`config.mk`:
```
export PLATFORM = sky130hd
export DESIGN_NAME = dqpsk_symbol_mapper
export DESIGN_NICKNAME = d
export VERILOG_FILES = /design/src/rtl/dqpsk_symbol_mapper.sv
export SDC_FILE = /design/constraint.sdc
export NUM_CORES = 1
export LEC_CHECK = 0
export BUFFER_PORTS_ARGS = -buffer_cell sky130_fd_sc_hd__buf_2
export CAP_MARGIN = 10
export CORE_MARGIN = 4
export CORE_UTILIZATION = 59
export DETAILED_ROUTE_END_ITERATION = 8
export PLACE_DENSITY_LB_ADDON = 0.15
export SLEW_MARGIN = 5
export SYNTH_ARGS = -nofsm -noshare
export SYNTH_HDL_FRONTEND = slang
export SYNTH_SLANG_ARGS = --single-unit
export TNS_END_PERCENT = 100
```
`constraint.sdc`:
```
create_clock -name s00_axis_aclk -period 4.7 [get_ports s00_axis_aclk]
set_input_delay 0.94 -clock s00_axis_aclk [delete_from_list [all_inputs] [get_ports s00_axis_aclk]]
set_output_delay 0.94 -clock s00_axis_aclk [all_outputs]
set_load 0.05 [all_outputs]
```
`src/rtl/dqpsk_symbol_mapper.sv`:
```
// DQPSK transmit mapper. Each input byte is split into four dibits, MSB pair
// first. Each dibit is Gray-coded into a phase step, the phase accumulator
// advances by that step, and the matching QPSK point is emitted
// SAMPLES_PER_SYMBOL times as a {I,Q} word. When enabled, each frame opens
// with a phase-0 reference symbol.
module dqpsk_symbol_mapper #(
  parameter int C_S00_AXIS_TDATA_WIDTH = 8,
  parameter int C_M00_AXIS_TDATA_WIDTH = 32,
  parameter int SAMPLES_PER_SYMBOL     = 4,
  parameter int AMPLITUDE              = 23170,
  parameter int EMIT_PREAMBLE          = 1
) (
  input  logic                              s00_axis_aclk,
  input  logic                              s00_axis_aresetn,
  input  logic                              s00_axis_tvalid,
  output logic                              s00_axis_tready,
  input  logic [C_S00_AXIS_TDATA_WIDTH-1:0] s00_axis_tdata,
  input  logic                              s00_axis_tlast,
  output logic                              m00_axis_tvalid,
  input  logic                              m00_axis_tready,
  output logic [C_M00_AXIS_TDATA_WIDTH-1:0] m00_axis_tdata,
  output logic                              m00_axis_tlast,
  output logic [3:0]                        m00_axis_tstrb
);

  typedef enum logic [1:0] {IDLE, PREAMBLE, SEND} state_t;

  localparam logic [15:0] A_POS     = 16'(AMPLITUDE);
  localparam logic [15:0] A_NEG     = 16'(-AMPLITUDE);
  localparam logic [7:0]  SAMP_LAST = 8'(SAMPLES_PER_SYMBOL - 1);
  localparam bit          PRE_EN    = (EMIT_PREAMBLE != 0);

  state_t      state, state_n;
  logic [7:0]  byte_q, byte_n;
  logic        last_q, last_n;
  logic [1:0]  phase, phase_n;
  logic        frame_start, fs_n;
  logic [1:0]  dib, dib_n;
  logic [7:0]  samp, samp_n;
  logic        vld, vld_n;
  logic [31:0] data, data_n;
  logic        tlast, tlast_n;
  logic        out_hs, sym_end;

  // Gray-coded dibit to phase step: 00->0, 01->1, 11->2, 10->3
  function automatic logic [1:0] gray_inc(input logic [1:0] d);
    case (d)
      2'b00:   gray_inc = 2'd0;
      2'b01:   gray_inc = 2'd1;
      2'b11:   gray_inc = 2'd2;
      default: gray_inc = 2'd3;
    endcase
  endfunction

  // Dibit 0 is the MSB pair, dibit 3 the LSB pair
  function automatic logic [1:0] dibit_sel(input logic [7:0] b, input logic [1:0] i);
    case (i)
      2'd0:    dibit_sel = b[7:6];
      2'd1:    dibit_sel = b[5:4];
      2'd2:    dibit_sel = b[3:2];
      default: dibit_sel = b[1:0];
    endcase
  endfunction

  // Constellation point for a phase index, packed as {I,Q}
  function automatic logic [31:0] point(input logic [1:0] p);
    case (p)
      2'd0:    point = {A_POS, A_POS};
      2'd1:    point = {A_NEG, A_POS};
      2'd2:    point = {A_NEG, A_NEG};
      default: point = {A_POS, A_NEG};
    endcase
  endfunction

  assign out_hs          = vld & m00_axis_tready;
  assign sym_end         = out_hs & (samp == SAMP_LAST);
  assign s00_axis_tready = (state == IDLE);
  assign m00_axis_tvalid = vld;
  assign m00_axis_tdata  = data;
  assign m00_axis_tlast  = tlast;
  assign m00_axis_tstrb  = 4'hF;

  // Next-state, phase accumulation and the registered output sample
  always_comb begin
    state_n = state;
    byte_n  = byte_q;
    last_n  = last_q;
    phase_n = phase;
    fs_n    = frame_start;
    dib_n   = dib;
    samp_n  = samp;
    vld_n   = vld;
    data_n  = data;
    tlast_n = 1'b0;
    case (state)
      IDLE: begin
        if (s00_axis_tvalid) begin
          byte_n = s00_axis_tdata[7:0];
          last_n = s00_axis_tlast;
          samp_n = '0;
          dib_n  = '0;
          vld_n  = 1'b1;
          if (frame_start && PRE_EN) begin
            state_n = PREAMBLE;
            phase_n = 2'd0;
            fs_n    = 1'b0;
          end else begin
            state_n = SEND;
            phase_n = phase + gray_inc(s00_axis_tdata[7:6]);
          end
          data_n = point(phase_n);
        end
      end
      PREAMBLE: begin
        if (sym_end) begin
          state_n = SEND;
          samp_n  = '0;
          dib_n   = '0;
          phase_n = phase + gray_inc(byte_q[7:6]);
          data_n  = point(phase_n);
        end else if (out_hs) begin
          samp_n = samp + 8'd1;
        end
      end
      SEND: begin
        if (sym_end) begin
          samp_n = '0;
          if (dib == 2'd3) begin
            state_n = IDLE;
            vld_n   = 1'b0;
            fs_n    = last_q;
          end else begin
            dib_n   = dib + 2'd1;
            phase_n = phase + gray_inc(dibit_sel(byte_q, dib_n));
            data_n  = point(phase_n);
          end
        end else if (out_hs) begin
          samp_n = samp + 8'd1;
        end
      end
      default: state_n = IDLE;
    endcase
    // tlast marks the final sample of the last dibit of a frame-ending byte
    if (state_n == SEND && last_n && dib_n == 2'd3 && samp_n == SAMP_LAST)
      tlast_n = 1'b1;
  end

  // State and output registers
  always_ff @(posedge s00_axis_aclk or negedge s00_axis_aresetn) begin
    if (!s00_axis_aresetn) begin
      state       <= IDLE;
      byte_q      <= '0;
      last_q      <= 1'b0;
      phase       <= 2'd0;
      frame_start <= 1'b1;
      dib         <= '0;
      samp        <= '0;
      vld         <= 1'b0;
      data        <= '0;
      tlast       <= 1'b0;
    end else begin
      state       <= state_n;
      byte_q      <= byte_n;
      last_q      <= last_n;
      phase       <= phase_n;
      frame_start <= fs_n;
      dib         <= dib_n;
      samp        <= samp_n;
      vld         <= vld_n;
      data        <= data_n;
      tlast       <= tlast_n;
    end
  end

endmodule

```
==> results.py, run 1 <==
metrics = {
    "layout": {
        "nFillCells": 357,
        "fin_nets": 309,
        "ff_latch_area_sq_um": 777,
        "drive_above_1_share_pct": 28.8,
        "diodes": 0,
        "area_growth_pct": 4.13,
        "multi_input_area_sq_um": 1330,
        "final_cells": 321,
    },
    "grt": {
        "grt_pass1_wl_mm": 7.62,
        "grt_max_degree": 32,
        "use_met3_pct": 4.57,
        "track_usage_pct": 18.8,
        "grt_pass1_vias": 1604,
        "use_met1_pct": 27.4,
        "antenna_found_initial": 0,
        "grt.overflow.total": 0,
        "met2_usage_pct": 27.4,
        "grt_busiest_layer": "met2",
    },
    "placement": {
        "io_buffer_count": 45,
        "numPlacedInstances": 313,
        "dp_hpwl_mm": 3.60,
        "gp_congestion": 0.882,
        "pre_cts_ws_ns": 1.69,
    },
    "routing": {
        "drc": 0,
        "vias_per_cell": 5.55,
        "ant_nets": 0,
        "wirelength_mm": 4.62,
        "drt_iter0_drc": 82,
        "dr.pass1.iters": 4,
        "num_vias": 1780,
        "wl_per_cell_microns": 14.4,
    },
    "critical_path": {
        "cp-end-kind": "register",
        "arrival_ns": 3.18,
        "required_ns": 4.87,
        "crit_fanout": 7,
        "reg2reg_slack_ns": 1.69,
        "path_class": "register to register",
        "start_kind": "register",
    },
    "clock_tree": {
        "cts.reportedPaths.clkPinSlew_ns": 0.06,
        "postCtsHoldBufs": 0,
        "clk_latency_ns": 0.28,
        "cts_buffer_depth": 2,
        "cts_root_buf": "clkbuf_8",
        "cts_buffers": 5,
        "cts.repair.resized": 0,
        "cts.sinks": 31,
        "postCtsSetupBuffers": 0,
        "tritoncts": "yes",
        "htreeDepth": 2,
    },
    "synthesis": {
        "synth_seq_cells": 31,
        "synth-simple-area-share_pct": 13.8,
        "ys.flop_type": "dfrtp_1",
        "yosys_warnings": 0,
        "netlist_instances": 254,
        "synth_mux_area_share_pct": 8.17,
        "synth_area_leaders": "dfrtp_1 (31%), ha_1 (13%), buf_4 (9.5%)",
        "avgSynthCellArea_sq_um": 9.65,
        "synthArstFlopShare_pct": 100,
        "synth_seq_area_share_pct": 31.7,
        "synth.distinct_cells": 55,
        "synth_xor_area_share_pct": 2.50,
        "synth_edf_count": 0,
        "yosysTopAreaCell": "dfrtp_1",
        "synth_top_area_share_pct": 30.6,
        "synth-adder-area-share_pct": 13.3,
        "synth_area_sq_um": 2450,
        "synth_top_family_by_area": "compound AO/OA/AOI/OAI gates",
        "synth_compound_area_share_pct": 15.5,
    },
    "sta": {
        "relSlewSlack_pct": 54.3,
        "finalSetupViolations": 0,
        "setup_slack_ns": 1.69,
        "skew_ns": 0.00698,
        "period_share_pct": 64.1,
        "min_period_ns": 3.01,
        "worst_pin_slew_ns": 0.685,
        "rsz0062_at_grt": "no",
        "slew_viol_final": 0,
        "hold_viol_final": 0,
        "setup-tns-final_ns": 0,
        "fmax_mhz": 332,
    },
    "floorplanning": {
        "die_w_microns": 72.5,
        "core_region_area_sq_um": 4000,
        "pin_count": 52,
        "dieArea_sq_um": 5250,
        "die_h_microns": 72.5,
        "initial_core_util_pct": 61.3,
        "rows": 23,
    },
    "worst_hold_path": {
        "worstHoldPathType": "register to register",
    },
    "run_status": {
        "status": "completed",
    },
    "run": {
        "maxCapViolations": 0,
    },
}
==> layout by cell type, fill, tap and decap left out, drive strengths merged, types with 3 or more instances in the layout <==
cell type,Yosys,layout
nand3,8,8
buf,33,45
nor3,5,5
nand2b,3,3
or2,3,3
inv,21,21
o21ai,16,16
mux2,12,12
nor2,9,9
clkbuf,7,8
a221oi,3,3
nand2,13,13
conb,2,6
a31oi,3,3
xnor2,5,5
nor2b,3,3
a211o,4,4
nor4,5,5
a21oi,10,10
dfrtp,30,30
ha,26,26
==> registers in the layout (all words and copies together) (netlist names), 2 cells and up <==
register and cells:
dib 2, state 2, phase 2, m00_axis_tdata 5, samp 8, byte_q 8
==> path summary, 6_finish.rpt <==
path / to / start / depth (start not counted)
setup / recovery: m00_axis_tdata[29] / dib[0] / 9
hold / removal: m00_axis_tdata[17] / m00_axis_tdata[17] / 1
setup reg to reg: m00_axis_tdata[29] / dib[0] / 9
hold reg to reg: m00_axis_tdata[17] / m00_axis_tdata[17] / 1
max in group asynchronous: samp[3] / s00_axis_aresetn / 1
min in group asynchronous: samp[7] / s00_axis_aresetn / 1
==> kinds of logic (layout without fill, tap and decap cells) <==
kind of cell / Yosys count / count (layout)
xor gates and xnor gates: 7 / 7
adders and majority gates: 26 / 26
DFF: 31 / 31
other: 2 / 6
and+or+nand+nor: 56 / 56
muxes: 16 / 16
buffers and inverters: 61 / 74
AOI/OAI and AO/OA: 55 / 55
==> through the flow <==
stage	util [%]	instance area (sq um)	hold WS, ns
floorplan	-	2470	0.474
global placement	61.8	2470	0.466
detailed placement	61.8	2470	0.475
CTS	63.8	2550	0.490
global route	63.8	2550	0.511
finish	63.8	2550	0.489
==> routing by layer <==
layer | wire [microns] | vias to the layer above | share of wire [%]
li1 | - | 890 | -
met1 | 2170 | 823 | 47
met2 | 2010 | 61 | 44
met3 | 369 | 6 | 8.0
met4 | 61 | 0 | 1.3
met5 | 0 | - | 0
==> area by class of cell <==
cell class                      instances  share of cell area (%)
Tap cell                               50                    2.45
Timing Repair Buffer                   45                    8.82
Multi-Input combinational cell        166                    52.1
Clock buffer                            8                    3.14
Inverter                               21                    3.09
Sequential cell                        31                    30.4
==> cells in the mapped netlist, types with 3 or more instances <==
library cell  instances
buf_4                31
dfrtp_1              30
ha_1                 26
inv_1                21
o21ai_0              15
nand2_1              13
mux2_2               12
a21oi_1              10
nor2_1                9
clkbuf_1              7
nand3_1               7
nor3_1                5
xnor2_1               5
a221oi_1              3
a31oi_1               3
nor4_1                3
==> worst max-delay path, stage by stage, from the launching register on <==
cell and delay [ns]:
dfrtp_1 0.47, mux4_2 0.55, ha_1 0.31, ha_1 0.19, xor2_1 0.15, xnor2_1 0.35, ha_1 0.32, a22oi_1 0.19
a21oi_1 0.09, mux2_2 0.28
Power of run 1 is left out: the tool's default activity adds up to more than one toggle a clock period on the data nets, which glitch-free logic cannot reach.
==> run 2: changes to the inputs <==
--- a/config.mk
+++ b/config.mk
@@ -8,7 +8,7 @@
 export BUFFER_PORTS_ARGS = -buffer_cell sky130_fd_sc_hd__buf_2
 export CAP_MARGIN = 10
 export CORE_MARGIN = 4
-export CORE_UTILIZATION = 59
+export CORE_UTILIZATION = 55
 export DETAILED_ROUTE_END_ITERATION = 8
 export PLACE_DENSITY_LB_ADDON = 0.15
 export SLEW_MARGIN = 5
==> constraint.sdc (replaced) <==
create_clock -name s00_axis_aclk -period 3 [get_ports s00_axis_aclk]
set_input_delay 0.6 -clock s00_axis_aclk [delete_from_list [all_inputs] [get_ports s00_axis_aclk]]
set_output_delay 0.6 -clock s00_axis_aclk [all_outputs]
set_load 0.05 [all_outputs]
==> run 2 against run 1 <==
- count of clock-buffer cells in the layout down 2
- via count up 1.6%
- worst setup slack worse by 1.5 ns
- highest routed layer unchanged
==> results.py, run 2 (same netlist as run 1, synthesis figures left out) <==
metrics = {
    "run_status": {
        "status": "completed",
    },
    "grt": {
        "grt.overflow.total": 0,
        "grt_pass1_wl_mm": 7.82,
        "antenna_found_initial": 0,
        "grt_pass1_vias": 1692,
        "track_usage_pct": 18.5,
        "grt_max_degree": 32,
    },
    "layout": {
        "nFillCells": 398,
        "final_cell_area_sq_um": 2640,
        "layout_commonest_cell": "buf_2",
        "final_cells": 327,
        "drive_above_1_share_pct": 31.6,
        "diodes": 0,
        "fin_nets": 313,
        "area_growth_pct": 7.61,
        "layout_common_cells": "buf_2 (45), dfrtp_1 (30), ha_1 (26)",
    },
    "routing": {
        "num_vias": 1809,
        "ant_nets": 0,
        "drc": 0,
        "vias_per_cell": 5.53,
        "wl_per_cell_microns": 14.5,
        "drt_iter0_drc": 149,
        "wirelength_mm": 4.76,
        "dr.pass1.iters": 4,
    },
    "critical_path": {
        "timing.rr.end": "m00_axis_tdata[30]",
        "crit_family": "adder cells",
        "rr_worst_depth": 10,
        "r2r-start": "dib[0]",
        "cp_num_buf_inv": 1,
        "crit_top_cell": "ha_1",
        "path_cells": "mux4_2, ha_1, ha_1, xor2_2, xnor2_2, ha_1, inv_1, a221oi_1, a21oi_1, mux2_2",
        "crit_fanout": 4,
        "slowest_delay_ns": 0.53,
        "path_class": "register to register",
        "arrival_ns": 3.00,
        "start_kind": "register",
        "reg2reg_slack_ns": 0.18,
        "required_ns": 3.17,
        "cp-end-kind": "register",
        "cp_slowest_cell": "mux4_2",
    },
    "floorplanning": {
        "die_h_microns": 74.8,
        "dieArea_sq_um": 5590,
        "initial_core_util_pct": 56.7,
        "rows": 24,
        "die_w_microns": 74.8,
        "core_region_area_sq_um": 4320,
        "pin_count": 52,
    },
    "sta": {
        "hold_viol_final": 0,
        "finalSetupViolations": 0,
        "skew_ns": 0.00971,
        "fmax_mhz": 354,
        "relSlewSlack_pct": 54.0,
        "slew_viol_final": 0,
        "worst_pin_slew_ns": 0.690,
        "period_share_pct": 94.1,
        "min_period_ns": 2.82,
        "timing.hold.ws_ns": 0.359,
    },
    "placement": {
        "gp_congestion": 0.905,
        "place_area_sq_um": 2500,
        "numPlacedInstances": 319,
        "io_buffer_count": 45,
        "dp_hpwl_mm": 3.60,
    },
    "worst_hold_path": {
        "worstHoldPathType": "input port to async pin",
    },
    "clock_tree": {
        "cts_buffers": 5,
        "cts_root_buf": "clkbuf_8",
        "cts.reportedPaths.clkPinSlew_ns": 0.07,
        "clk_latency_ns": 0.28,
        "cts.repair.resized": 0,
        "cts_buffer_depth": 2,
        "tritoncts": "yes",
        "htreeDepth": 2,
        "postCtsSetupBuffers": 0,
        "postCtsHoldBufs": 0,
        "cts.sinks": 31,
    },
    "run": {
        "maxCapViolations": 0,
    },
}
[run 2: cell types whose count changed in the layout (fill, tap and decap cells not counted), sizes merged]
cell | before | now
buf | 45 | 49
bufinv | 0 | 1
clkbuf | 8 | 6
clkinv | 0 | 1
[run 2: worst max-delay path by stage]
stage	startpoint	to	cells after the start
6_report	dib[0]	m00_axis_tdata[30]	10
5_1_grt	dib[0]	m00_axis_tdata[30]	10
3_5_place_dp	dib[0]	m00_axis_tdata[29]	9
3_3_place_gp	dib[0]	m00_axis_tdata[29]	9
2_1_floorplan	dib[0]	m00_axis_tdata[29]	10
4_1_cts	dib[0]	m00_axis_tdata[29]	9
[run 2: metrics by stage]
step	setup WS [ns]	TNS (ns)	util (%)
floorplan	0.0951	0	-
global placement	0.196	0	57.9
detailed placement	0.152	0	57.9
CTS	0.107	0	60.6
global route	-0.0105	-0.0131	61.0
finish	0.176	0	61.0
[run 2: layout make-up]
| cell class | instances | area, sq um | share of cell area [%] |
|---|---|---|---|
| multi-input combinational | 166 | 1340 | 50.9 |
| sequential | 31 | 777 | 29.5 |
| timing repair buffer | 49 | 255 | 9.68 |
| clock buffer | 6 | 82.6 | 3.13 |
| inverter | 21 | 78.8 | 2.99 |
| tap | 52 | 65.1 | 2.47 |
| clock inverter | 2 | 35.0 | 1.33 |
[run 2: per-layer routing]
layer | share of wire [%] | vias to the layer above | GRT usage, % | wire length [microns]
li1 | - | 898 | - | -
met1 | 46 | 832 | 24.7 | 2170
met2 | 45 | 70 | 28.7 | 2150
met3 | 7.7 | 9 | 5.21 | 367
met4 | 1.5 | 0 | 6.92 | 70
met5 | 0 | - | 0 | 0
[run 2: worst register-to-register path: stages, from the launching register on]
cell and delay (ns):
dfrtp_1 0.40, mux4_2 0.53, ha_1 0.31, ha_1 0.21
xor2_2 0.16, xnor2_2 0.18, ha_1 0.32, inv_1 0.05
a221oi_1 0.24, a21oi_1 0.06, mux2_2 0.26
Power of run 2 is left out for the same reason.
